--- src/rtl/parallax_scroll_ctrl.sv ---
// rtl/parallax_scroll_ctrl.sv - per-frame parallax scroll scheduler, one lane update per clock
// Optional feature macro: PARALLAX_REVERSE_EN (per-lane reverse direction bit).
module parallax_scroll_ctrl #(
  parameter int LANES = 10,
  parameter int FRAC  = 3
) (
  input  logic                  clk,
  input  logic                  rst_n,
  input  logic                  vsync,
  input  logic                  pause,
  input  logic                  step,
  input  logic                  cfg_valid,
  output logic                  cfg_ready,
  input  logic [3:0]            cfg_addr,
  input  logic [8:0]            cfg_data,
  output logic [10*LANES-1:0]   offs,
  output logic [9:0]            frame_cnt,
  output logic                  busy,
  output logic                  overrun
);

  localparam int ACC_W = 10 + FRAC;

  typedef enum logic {S_IDLE, S_UPDATE} state_t;

  state_t           state, state_nxt;
  logic [3:0]       idx, idx_nxt;
  logic             vsync_q;
  logic             pending;
  logic             step_armed;
  logic [ACC_W-1:0] acc   [LANES];
  logic [7:0]       speed [LANES];
`ifdef PARALLAX_REVERSE_EN
  logic             dir   [LANES];
`else
  logic             unused_cfg_dir;
  assign unused_cfg_dir = cfg_data[8];
`endif

  function automatic logic [7:0] reset_speed(input int lane);
    case (lane)
      0:       reset_speed = 8'd8;
      1:       reset_speed = 8'd16;
      2:       reset_speed = 8'd56;
      3:       reset_speed = 8'd12;
      4:       reset_speed = 8'd128;
      5:       reset_speed = 8'd4;
      6:       reset_speed = 8'd16;
      7:       reset_speed = 8'd2;
      8:       reset_speed = 8'd4;
      9:       reset_speed = 8'd1;
      default: reset_speed = 8'd0;
    endcase
  endfunction

  logic frame_edge, req, cfg_hs, last_lane;
  assign frame_edge = vsync & ~vsync_q;
  assign req        = frame_edge & (~pause | step_armed);
  assign cfg_ready  = (state == S_IDLE);
  assign cfg_hs     = cfg_valid & cfg_ready;
  assign last_lane  = (state == S_UPDATE) && (idx == 4'(LANES - 1));
  assign busy       = (state == S_UPDATE);

  always_comb begin
    state_nxt = state;
    idx_nxt   = idx;
    case (state)
      S_IDLE: begin
        if (req || pending) begin
          state_nxt = S_UPDATE;
          idx_nxt   = 4'd0;
        end
      end
      S_UPDATE: begin
        idx_nxt = idx + 4'd1;
        if (last_lane) state_nxt = S_IDLE;
      end
      default: state_nxt = S_IDLE;
    endcase
  end

  always_ff @(posedge clk or negedge rst_n) begin
    if (!rst_n) begin
      state      <= S_IDLE;
      idx        <= 4'd0;
      vsync_q    <= 1'b0;
      pending    <= 1'b0;
      step_armed <= 1'b0;
      overrun    <= 1'b0;
      frame_cnt  <= 10'd0;
      for (int i = 0; i < LANES; i++) begin
        acc[i]   <= '0;
        speed[i] <= reset_speed(i);
`ifdef PARALLAX_REVERSE_EN
        dir[i]   <= 1'b0;
`endif
      end
    end else begin
      state      <= state_nxt;
      idx        <= idx_nxt;
      vsync_q    <= vsync;
      // A new step pulse wins over the edge that consumes an older one.
      step_armed <= step | (step_armed & ~req);

      // In IDLE a queued sweep starts; a coincident fresh request stays queued.
      if (state == S_IDLE) begin
        pending <= pending & req;
      end else if (req) begin
        if (pending) overrun <= 1'b1;
        else         pending <= 1'b1;
      end

      if (cfg_hs && cfg_addr == 4'd15) overrun <= 1'b0;
      if (last_lane) frame_cnt <= frame_cnt + 10'd1;

      for (int i = 0; i < LANES; i++) begin
        if (state == S_UPDATE && idx == 4'(i)) begin
`ifdef PARALLAX_REVERSE_EN
          if (dir[i]) acc[i] <= acc[i] - {{(ACC_W-8){1'b0}}, speed[i]};
          else        acc[i] <= acc[i] + {{(ACC_W-8){1'b0}}, speed[i]};
`else
          acc[i] <= acc[i] + {{(ACC_W-8){1'b0}}, speed[i]};
`endif
        end
        if (cfg_hs && cfg_addr == 4'(i)) begin
          speed[i] <= cfg_data[7:0];
`ifdef PARALLAX_REVERSE_EN
          dir[i]   <= cfg_data[8];
`endif
        end
      end
    end
  end

  for (genvar g = 0; g < LANES; g++) begin : g_offs
    assign offs[10*g +: 10] = acc[g][ACC_W-1:FRAC];
  end

endmodule

--- config.mk ---
export PLATFORM = sky130hd
export DESIGN_NAME = parallax_scroll_ctrl
export DESIGN_NICKNAME = d
export VERILOG_FILES = /design/src/rtl/parallax_scroll_ctrl.sv
export SDC_FILE = /design/constraint.sdc
export NUM_CORES = 1
export LEC_CHECK = 0
export ABC_AREA = 1
export CORE_MARGIN = 3
export CORE_UTILIZATION = 40
export DETAILED_ROUTE_END_ITERATION = 8
export SYNTH_ARGS = -nofsm -noshare
export SYNTH_HDL_FRONTEND = slang
export SYNTH_SLANG_ARGS = --single-unit
--- constraint.sdc ---
create_clock -name clk -period 5.6 [get_ports clk]
set_input_delay 1.68 -clock clk [delete_from_list [all_inputs] [get_ports clk]]
set_output_delay 1.68 -clock clk [all_outputs]
set_load 0.02 [all_outputs]
======== After elaboration in Yosys (flattened, before gate mapping) ========
Index checks and enable logic that the tools add are counted.
operators by class
  $add $sub $neg .......................... 12
  equal/unequal tests ..................... 21
  muxes and demuxes ....................... 11
  bitwise logic cells ..................... 11
  reductions and logical operators ........ 28
operators by type and width
  kind                                                                   number
  13-bit by 8-bit adder with 13-bit output                               10
  4-bit by 3-bit equality test with 1-bit output, second input constant  8
  1-bit logical AND                                                      21
  4-bit equality test, second input constant                             5
  4-bit by 2-bit equality test with 1-bit output, second input constant  4
  10-bit by 1-bit adder with 10-bit output, second input constant        1
  4-bit by 1-bit equality test with 1-bit output, second input constant  2
  4-bit zero test                                                        2
  1-bit 2-to-1 mux                                                       8
  4-bit case mux with 2 select lines                                     1
  2-bit nonzero test                                                     3
  1-bit AND                                                              5
  4-bit by 1-bit adder with 4-bit output, second input constant          1
  4-bit 2-to-1 mux                                                       1
  2-bit by 1-bit != test with 1-bit output, second input constant        2
  1-bit NOT                                                              4
  3-bit AND reduction                                                    1
  1-bit OR                                                               2
  1-bit case mux with 2 select lines                                     1
  1-bit logical OR                                                       1
storage, ports and cells
  register bits after elaboration ......... 229
  output and inout port bits .............. 113
  logic and storage cells ................. 110

======== Depth between registers and ports, before layout ========
Gate-level depths: netlist of run 1.
  depth after elaboration ................. 6
  gate-level depth with buffers ........... 12
  depth with buffers taken out ............ 12

======== Worst setup path before layout of run 1 ========
OpenSTA, ideal clock, no wires.
  path type ............................... input to register
  from .................................... in cfg_addr[2]
  to ...................................... reg speed[38] in the netlist's numbering
  arrival ................................. 2424 ps
  required time ........................... 5475 ps
  path slack .............................. 3052 ps
  stages .................................. 6
  buffers on the path ..................... 1
  path through ............................ inv_1 > nor3_4 > nand2_2 > buf_6 > nand2_1 > o21ai_2
between the ends
  longest elaborated chain between the ends .. 2
ends and longest elaborated chain
  item                                            line  RTL
  start, declared                                 14    input logic [3:0] cfg_addr,
  4-bit by 3-bit equality test with 1-bit output  125   if (cfg_hs && cfg_addr == 4'(i)) begin
  1-bit logical AND                               125
  end signal, assigned by index                   93    speed[i] <= reset_speed(i);
  end signal, assigned by index                   126   speed[i] <= cfg_data[7:0];
  end, declared                                   32    logic [7:0] speed [LANES];
Every way passes these cells.
A chain may end at the register's enable or synchronous reset.

======== Final worst setup path of run 1 ========
  from .................................... reg state, in the netlist busy
  to ...................................... out busy
RTL lines
  item                    line  RTL
  start, declared         26    state_t state, state_nxt;
  start signal, assigned  99    state <= state_nxt;
  end, declared           18    output logic busy,
No word-level cell between the ends.

==> flow_summary.yaml, run 1 <==
run_status:
  status: "finished, final reports clean"
placed_design:
  place.gp.congestion: 0.859
  hpwl_um: 23800
  port-buffer-count: 130
flow_run:
  cap_viol_max_count: 0
clock_tree:
  cts_tree: "done"
  root_buffer: "clkbuf_16"
  cts-resized-gates: 0
  cts_buffer_depth: 3
  post-cts-setup-buffers: 0
  hold_buffers: 0
  cts_buffers: 29
  insertion_delay_ns: 0.54
  clkSinkCount: 229
  clk_pin_slew_ns: 0.05
  cts_max_level: 1
min_path:
  whs_endpoint: "speed[34]$_DFFE_PN1P_"
  whs_path_depth: 2
  holdCritStartpoint: "speed[34]$_DFFE_PN1P_"
  hold_path_class: "reg2reg"
layout:
  nNetsFinal: 2137
  seq_area_um2: 5750
  drive_gt1_share_pct: 4.26
  area_growth_pct: 12.9
  final_cell_mix: "754 x nand2_1, 265 x inv_1, 216 x dfrtp_1, 153 x nand3_1, 129 x clkdlybuf4s50_1"
  multiInputGateArea_um2: 6930
  final_common_cell: "nand2_1"
  nFillCells: 3581
die:
  io-pin-count: 132
  dieWidth_um: 197
  die_y_um: 197
  initial_utilization_pct: 40.9
  core_um2: 35800
  die_area_um2: 38900
  num_rows: 69
worst_setup_path:
  setup.worst_path.end_class: "output pin"
  max_stage_delay_ns: 0.75
  path_cells: "clkdlybuf4s50_1"
  worstPathMaxFanout: 11
  r2r_slack_ns: 3.48
  cpMaxStageDelayCell: "clkdlybuf4s50_1"
  arrival_ns: 1.87
  r2r-start: "idx[0]$_DFFE_PN0P_"
  reg2reg_depth: 8
  cp_top_family: "buffers and inverters"
  required_ns: 3.92
  critPathLaunchType: "register"
  rr_endpoint: "offs[5]$_DFFE_PN0P_"
  crit_buf_inv: 1
  critical_path_class: "reg2out"
global_routing:
  grt_max_degree: 111
  grt_antenna_before_repair: 0
  grt_util_all_layers_pct: 17.3
  first_global_vias: 11500
  grt_pass1_wl_um: 56100
  grt-ovfl-total: 0
route:
  drc: 0
  via_per_inst: 4.70
  vias: 11800
  wl_um: 33300
  dr.first_iter.drc_count: 579
  post_drt_wl_per_cell_um: 13.3
  antenna_left: 0
  first_pass_iters: 4
logic_synthesis:
  syn_area_um2: 14600
  yosys_warnings: 0
  synthCells: 1985
  ys_seq_area_share_pct: 39.3
  avgSynthCellArea_um2: 7.38
  yosysUniqueCellTypes: 37
  synthesis.nets: 2099
  ys_ff_latch: 229
sta:
  finalCritPeriodShare_pct: 63.4
  slew_viol_final: 0
  timing.hold.ws_ns: 0.479
  setup_violations: 0
  max_slew.worst_pin.slew_ns: 0.749
  rsz0062_at_grt: "no"
  setup-tns-final_ns: 0
  clock_skew_ns: 0.0110
  period_minus_slack_ns: 3.55
  fmax_mhz: 281
  timing.final.hold_violations: 0
  relSlewSlack_pct: 50.0
power:
  sw_frac_of_total_pct: 38.2
  power_frac_seq_pct: 36.3
  ir_drop_uv: 272
  p_sw_mw: 2.57
  leakagePower_nw: 8.71
  p_comb_share_pct: 37.1
  p_clk_share_pct: 26.6
  p_int_mw: 4.16
  p_per_area_nw_per_um2: 407
==> area by class of cell <==
type	instances	area share, %
diodes	2	0.0303
clock buffers	44	5.10
clock inverters	8	0.394
inverters	272	6.21
multi-input cells	1359	41.9
flip-flops and latches	229	34.8
well taps	461	3.49
repair buffers	132	8.07
==> logic make-up after synthesis <==
kind of cell | share of synthesized area [%]
flip-flops | 39.3
XOR/XNOR | 2.87
AO/OA/AOI/OAI | 5.54
AND/OR/NAND/NOR | 30.3
buffers and inverters | 13.4
adder cells (fa/ha/maj) | 8.63
==> metrics by stage <==
stage          instance area (µm²)  util [%]  power, mW  setup WS [ns]  std cells
2_1_floorplan                14600         -       4.35           3.05       1985
3_3_place_gp                 15600      43.6       4.93           2.16       2453
3_5_place_dp                 15600      43.6       4.99           2.13       2453
4_1_cts                      16500      46.1       6.82           2.00       2505
5_1_grt                      16500      46.1       7.28           1.94       2505
6_report                     16500      46.1       6.73           2.05       2507
==> sequential cells by signal (all words and copies together) (netlist names) <==
register	flops
vsync_q	1
step_armed	1
acc	30
overrun	1
offs	100
pending	1
idx	4
speed	80
frame_cnt	10
busy	1
==> synthesized netlist by cell type <==
master	n	area share, %
nand2_4	2	0.15
dfrtp_1	216	37
o21ai_1	24	0.82
clkinv_1	5	0.13
nor3_2	1	0.068
o22ai_1	1	0.043
clkbuf_1	6	0.15
inv_1	265	6.8
nor2_4	1	0.077
buf_2	8	0.27
buf_4	100	5.1
nand4_1	18	0.77
inv_2	1	0.026
xor2_1	27	1.6
nand2_1	754	19
inv_6	1	0.060
a31oi_1	1	0.043
o21ai_2	8	0.48
nor2_1	75	1.9
nor3_4	2	0.22
nand2_2	8	0.34
o21ai_0	89	3.0
ha_1	85	7.3
a21oi_1	28	0.96
xnor2_1	21	1.3
fa_1	10	1.4
nor4_1	1	0.043
o21bai_1	2	0.10
nor3_1	13	0.44
dfstp_2	13	2.3
a21boi_0	1	0.051
buf_6	11	0.85
or2_2	3	0.13
nor2_2	1	0.043
nand3b_1	28	1.4
nand3_1	153	5.2
and2_1	2	0.085
==> metal layers <==
metal	up-vias	global-route usage (%)	part of all wire, %
met5	-	0	0
met3	28	2.64	4.2
met4	0	2.82	1.1
met2	158	29.0	45
li1	6201	-	-
met1	5408	24.2	50
==> how the worst max path moves through the flow <==
stage              startpoint                    end  slack, ns  cells past startpoint
2_1_floorplan     cfg_addr[2]  speed[38]$_DFFE_PN0P_       3.05                      6
3_3_place_gp      cfg_addr[3]  speed[14]$_DFFE_PN0P_       2.16                      6
3_5_place_dp      cfg_addr[3]  speed[11]$_DFFE_PN0P_       2.13                      6
4_1_cts        busy$_DFF_PN0_                   busy       2.00                      1
5_1_grt        busy$_DFF_PN0_                   busy       1.94                      1
6_report       busy$_DFF_PN0_                   busy       2.05                      1
==> power groups by stage <==
stage / Sequential (mW) / Clock, mW / Combinational [mW]
6_report: 2.44 / 1.79 / 2.49
5_1_grt: 2.51 / 1.91 / 2.86
4_1_cts: 2.45 / 1.85 / 2.52
3_5_place_dp: 2.47 / 0 / 2.51
3_3_place_gp: 2.47 / 0 / 2.46
2_1_floorplan: 2.37 / 0 / 1.98
Note: power is estimated with default switching activity, not from simulation.
==> run 2, diff against run 1 <==
clock period = 3.48 ns   (was 5.6 ns; I/O delays follow)
==> run 2 against run 1 <==
  * First-iteration DRC count increased by 4.1%
  * Power is 65% higher
  * Via count grew 0.52%
  * Register-to-register slack worse by 2.1 ns
  * Combinational power up 62%
  * Sequential share of layout area shrank 0.27 points
  * Clock skew is 0.0041 ns lower
  * Die area is the same
  * Critical path depth stayed put
  * Clock power increased by 76%
  * Largest power group unchanged
  * Critical path type unchanged
==> flow_summary.yaml, run 2 (synthesis results as in run 1) <==
worst_setup_path:
  r2r_slack_ns: 1.34
  rr_endpoint: "offs[45]$_DFFE_PN0P_"
  max_stage_delay_ns: 0.75
  critPathLaunchType: "register"
  setup.worst_path.end_class: "output pin"
  required_ns: 2.44
  worstPathMaxFanout: 11
  cp_top_family: "buffers and inverters"
  critical_path_class: "reg2out"
  r2r-start: "idx[0]$_DFFE_PN0P_"
  arrival_ns: 1.89
  path_cells: "clkdlybuf4s50_1"
  crit_buf_inv: 1
  cpMaxStageDelayCell: "clkdlybuf4s50_1"
  reg2reg_depth: 8
route:
  route.met2.wl_um: 14900
  post_drt_wl_per_cell_um: 13.3
  via_per_inst: 4.73
  top_layer: "met4"
  drc: 0
  wl_um: 33300
  met1_length_um: 16400
  met3_length_um: 1410
  antenna_left: 0
  dr.first_iter.drc_count: 603
  first_pass_iters: 5
  vias: 11900
clock_tree:
  insertion_delay_ns: 0.54
  cts-resized-gates: 0
  root_buffer: "clkbuf_16"
  clkSinkCount: 229
  cts_tree: "done"
  post-cts-setup-buffers: 0
  clk_pin_slew_ns: 0.06
  cts_max_level: 1
  hold_buffers: 0
  cts_buffer_depth: 3
  cts_buffers: 29
sta:
  rsz0062_at_grt: "no"
  setup_violations: 0
  relSlewSlack_pct: 53.3
  timing.final.hold_violations: 0
  max_slew.worst_pin.slew_ns: 0.699
  period_minus_slack_ns: 2.93
  setup-tns-final_ns: 0
  fmax_mhz: 341
  finalCritPeriodShare_pct: 84.2
  slew_viol_final: 0
  clock_skew_ns: 0.00686
global_routing:
  grt_util_all_layers_pct: 17.3
  grt_max_degree: 83
  grt_antenna_before_repair: 0
  first_global_vias: 11400
  grt_pass1_wl_um: 56200
  grt-ovfl-total: 0
die:
  die_area_um2: 38900
  initial_utilization_pct: 40.9
  num_rows: 69
  dieWidth_um: 197
  core_um2: 35800
  io-pin-count: 132
  die_y_um: 197
placed_design:
  port-buffer-count: 130
  place.gp.congestion: 0.866
  placed_area_um2: 15600
  hpwl_um: 24200
power:
  leakagePower_nw: 8.76
  ir_drop_uv: 407
  p_per_area_nw_per_um2: 668
layout:
  largest_reg_flops: 100
  area_growth_pct: 13.8
  nNetsFinal: 2140
  drive_gt1_share_pct: 4.45
  design_area_um2: 16700
  antenna_cells: 0
  final_cell_mix: "754 x nand2_1, 265 x inv_1, 216 x dfrtp_1, 153 x nand3_1, 129 x clkdlybuf4s50_1"
  final_common_cell: "nand2_1"
  nFillCells: 3519
min_path:
  hold_path_class: "in2async"
run_status:
  status: "finished, final reports clean"
flow_run:
  cap_viol_max_count: 0
run 2: worst max-delay path by stage:
stage / startpoint / to / slack (ns) / cells after the start
final: busy$_DFF_PN0_ / busy / 0.55 / 1
after global routing: busy$_DFF_PN0_ / busy / 0.45 / 1
after CTS: busy$_DFF_PN0_ / busy / 0.49 / 1
after detailed placement: cfg_addr[3] / speed[15]$_DFFE_PN0P_ / 0.65 / 6
after global placement: cfg_addr[3] / speed[8]$_DFFE_PN0P_ / 0.71 / 6
after floorplan: cfg_addr[2] / speed[38]$_DFFE_PN0P_ / 1.57 / 6
run 2: area by class of cell:
cell class / count / area, µm² / share of cell area, %
inverter: 272 / 1030 / 6.16
clock inverter: 10 / 183 / 1.10
sequential: 229 / 5750 / 34.5
tap: 461 / 577 / 3.46
multi-input combinational: 1359 / 6930 / 41.6
clock buffer: 42 / 825 / 4.95
timing repair buffer: 135 / 1370 / 8.22
run 2: power breakdown:
| part | switching, mW | internal (mW) | total, mW |
|---|---|---|---|
| Sequential | 0.592 | 3.35 | 3.95 |
| Clock | 1.15 | 2.00 | 3.15 |
| Combinational | 2.41 | 1.62 | 4.03 |
run 2: routing by layer:
metal / global-route usage [%] / vias to the layer above
met2: 28.4 / 178
met5: 0 / -
met4: 3.59 / 0
met3: 2.37 / 38
met1: 24.6 / 5445
li1: - / 6195
run 2: through the flow:
| step | std cells | hold slack [ns] | total power [mW] | setup WS (ns) | utilization, % |
|---|---|---|---|---|---|
| after global placement | 2456 | 0.460 | 7.94 | 0.714 | 43.7 |
| after floorplan | 1985 | 0.448 | 7.01 | 1.57 | - |
| after detailed placement | 2456 | 0.469 | 8.05 | 0.647 | 43.7 |
| after global routing | 2508 | 0.389 | 12.0 | 0.447 | 46.5 |
| after CTS | 2508 | 0.374 | 11.3 | 0.490 | 46.5 |
| final | 2508 | 0.376 | 11.1 | 0.549 | 46.5 |
==> run 3, diff against run 2 <==
clock period = 3 ns   (was 3.48 ns; I/O delays follow)
==> run 3 against run 2 <==
  * Clock skew rose by 0.0029 ns
  * Worst setup slack got worse by 0.37 ns
  * Sequential power rose by 16%
  * Critical path depth did not move
  * Utilization fell by 0.080 points
  * Non-clock buffer count rose by 6
  * Sequential share of layout area rose by 0.060 points
  * Worst hold slack got worse by 0.10 ns
  * Via count rose by 0.12%
==> flow_summary.yaml, run 3 (synthesis results as in run 1) <==
clock_tree:
  cts_tree: "done"
  cts_buffers: 28
  post-cts-setup-buffers: 0
  clk_pin_slew_ns: 0.06
  hold_buffers: 0
  insertion_delay_ns: 0.54
  root_buffer: "clkbuf_16"
  cts_max_level: 1
  clkSinkCount: 229
  cts-resized-gates: 0
  cts_buffer_depth: 3
die:
  io-pin-count: 132
  initial_utilization_pct: 40.9
  die_y_um: 197
  core_um2: 35800
  dieWidth_um: 197
  num_rows: 69
  die_area_um2: 38900
worst_setup_path:
  critical_path.startpoint: "busy$_DFF_PN0_"
  path_cells: "clkdlybuf4s50_1"
  required_ns: 2.10
  critical_path_class: "reg2out"
  crit_cells: 1
  reg2reg_depth: 8
  cp_top_family: "buffers and inverters"
  crit_buf_inv: 1
  r2r_slack_ns: 0.88
  r2r-start: "idx[0]$_DFFE_PN0P_"
  cpMaxStageDelayCell: "clkdlybuf4s50_1"
  crit_path_end: "busy"
  rr_endpoint: "offs[45]$_DFFE_PN0P_"
  critPathLaunchType: "register"
  max_stage_delay_ns: 0.76
  arrival_ns: 1.92
  setup.worst_path.end_class: "output pin"
  worstPathMaxFanout: 11
sta:
  worst_slack_ns: 0.176
  slew_viol_final: 0
  setup_violations: 0
  timing.final.hold_violations: 0
  max_slew.worst_pin.slew_ns: 0.679
  period_minus_slack_ns: 2.82
  setup-tns-final_ns: 0
  fmax_mhz: 354
  rsz0062_at_grt: "no"
  relSlewSlack_pct: 54.7
  finalCritPeriodShare_pct: 94.1
  clock_skew_ns: 0.00979
route:
  vias: 11900
  antenna_left: 0
  first_pass_iters: 7
  post_drt_wl_per_cell_um: 13.3
  drc: 0
  via_per_inst: 4.72
  wl_um: 33300
  dr.first_iter.drc_count: 611
layout:
  design_area_um2: 16600
  antenna_cells: 0
  final_cell_mix: "754 x nand2_1, 265 x inv_1, 216 x dfrtp_1, 153 x nand3_1, 129 x clkdlybuf4s50_1"
  drive_gt1_share_pct: 4.63
  final_common_cell: "nand2_1"
  multiInputGateArea_um2: 6930
  seq_area_um2: 5750
  largest_reg_flops: 100
  nNetsFinal: 2145
  area_growth_pct: 13.6
  stdcell_count: 2514
  nFillCells: 3601
power:
  p_per_area_nw_per_um2: 763
  ir_drop_uv: 489
  leakagePower_nw: 8.76
flow_run:
  cap_viol_max_count: 0
placed_design:
  hpwl_um: 24400
  port-buffer-count: 130
  placed_area_um2: 15700
  dp_slack_ns: 0.339
  place.gp.congestion: 0.870
  place_inst: 2462
global_routing:
  grt_util_all_layers_pct: 17.5
  grt_max_degree: 71
  grt-ovfl-total: 0
  first_global_vias: 11400
  grt_pass1_wl_um: 57000
  grt_antenna_before_repair: 0
run_status:
  status: "finished, final reports clean"
min_path:
  hold_path_class: "in2async"
[run 3: power breakdown]
part | leakage [nW] | internal (mW) | switching [mW] | total, mW
registers | 3.04 | 3.89 | 0.697 | 4.59
clock network | 0.456 | 2.09 | 1.33 | 3.41
logic | 5.26 | 1.89 | 2.79 | 4.68
total | 8.76 | 7.87 | 4.81 | 12.7
[run 3: worst min-delay path by stage]
stage | start | end | slack, ns | cells past startpoint
floorplan | acc[0]$_DFFE_PN0P_ | acc[0]$_DFFE_PN0P_ | 0.45 | 2
global placement | acc[0]$_DFFE_PN0P_ | acc[0]$_DFFE_PN0P_ | 0.46 | 2
detailed placement | speed[34]$_DFFE_PN1P_ | speed[34]$_DFFE_PN1P_ | 0.48 | 2
CTS | rst_n | offs[54]$_DFFE_PN0P_ | 0.27 | 1
global route | rst_n | offs[2]$_DFFE_PN0P_ | 0.29 | 1
finish | rst_n | offs[1]$_DFFE_PN0P_ | 0.27 | 1
[run 3: per-stage QoR]
step | hold slack [ns] | power [mW] | utilization, %
after global placement | 0.461 | 9.24 | 43.8
after CTS | 0.267 | 12.9 | 46.4
final | 0.274 | 12.7 | 46.4
after floorplan | 0.448 | 8.13 | -
after global routing | 0.295 | 13.7 | 46.4
after detailed placement | 0.475 | 9.37 | 43.8
[run 3: area by class of cell]
cell class	instances	area share, %
multi-input cells	1359	41.7
flip-flops and latches	229	34.6
repair buffers	141	8.50
inverters	272	6.17
clock buffers	45	5.09
well taps	461	3.47
clock inverters	7	0.527
[run 3: routing by layer]
layer,global-route usage [%],vias to the layer above,wire length (µm)
met4,3.35,0,630
met5,0,-,0
met3,2.58,43,1180
li1,-,6209,-
met2,28.5,159,14900
met1,25.2,5459,16700
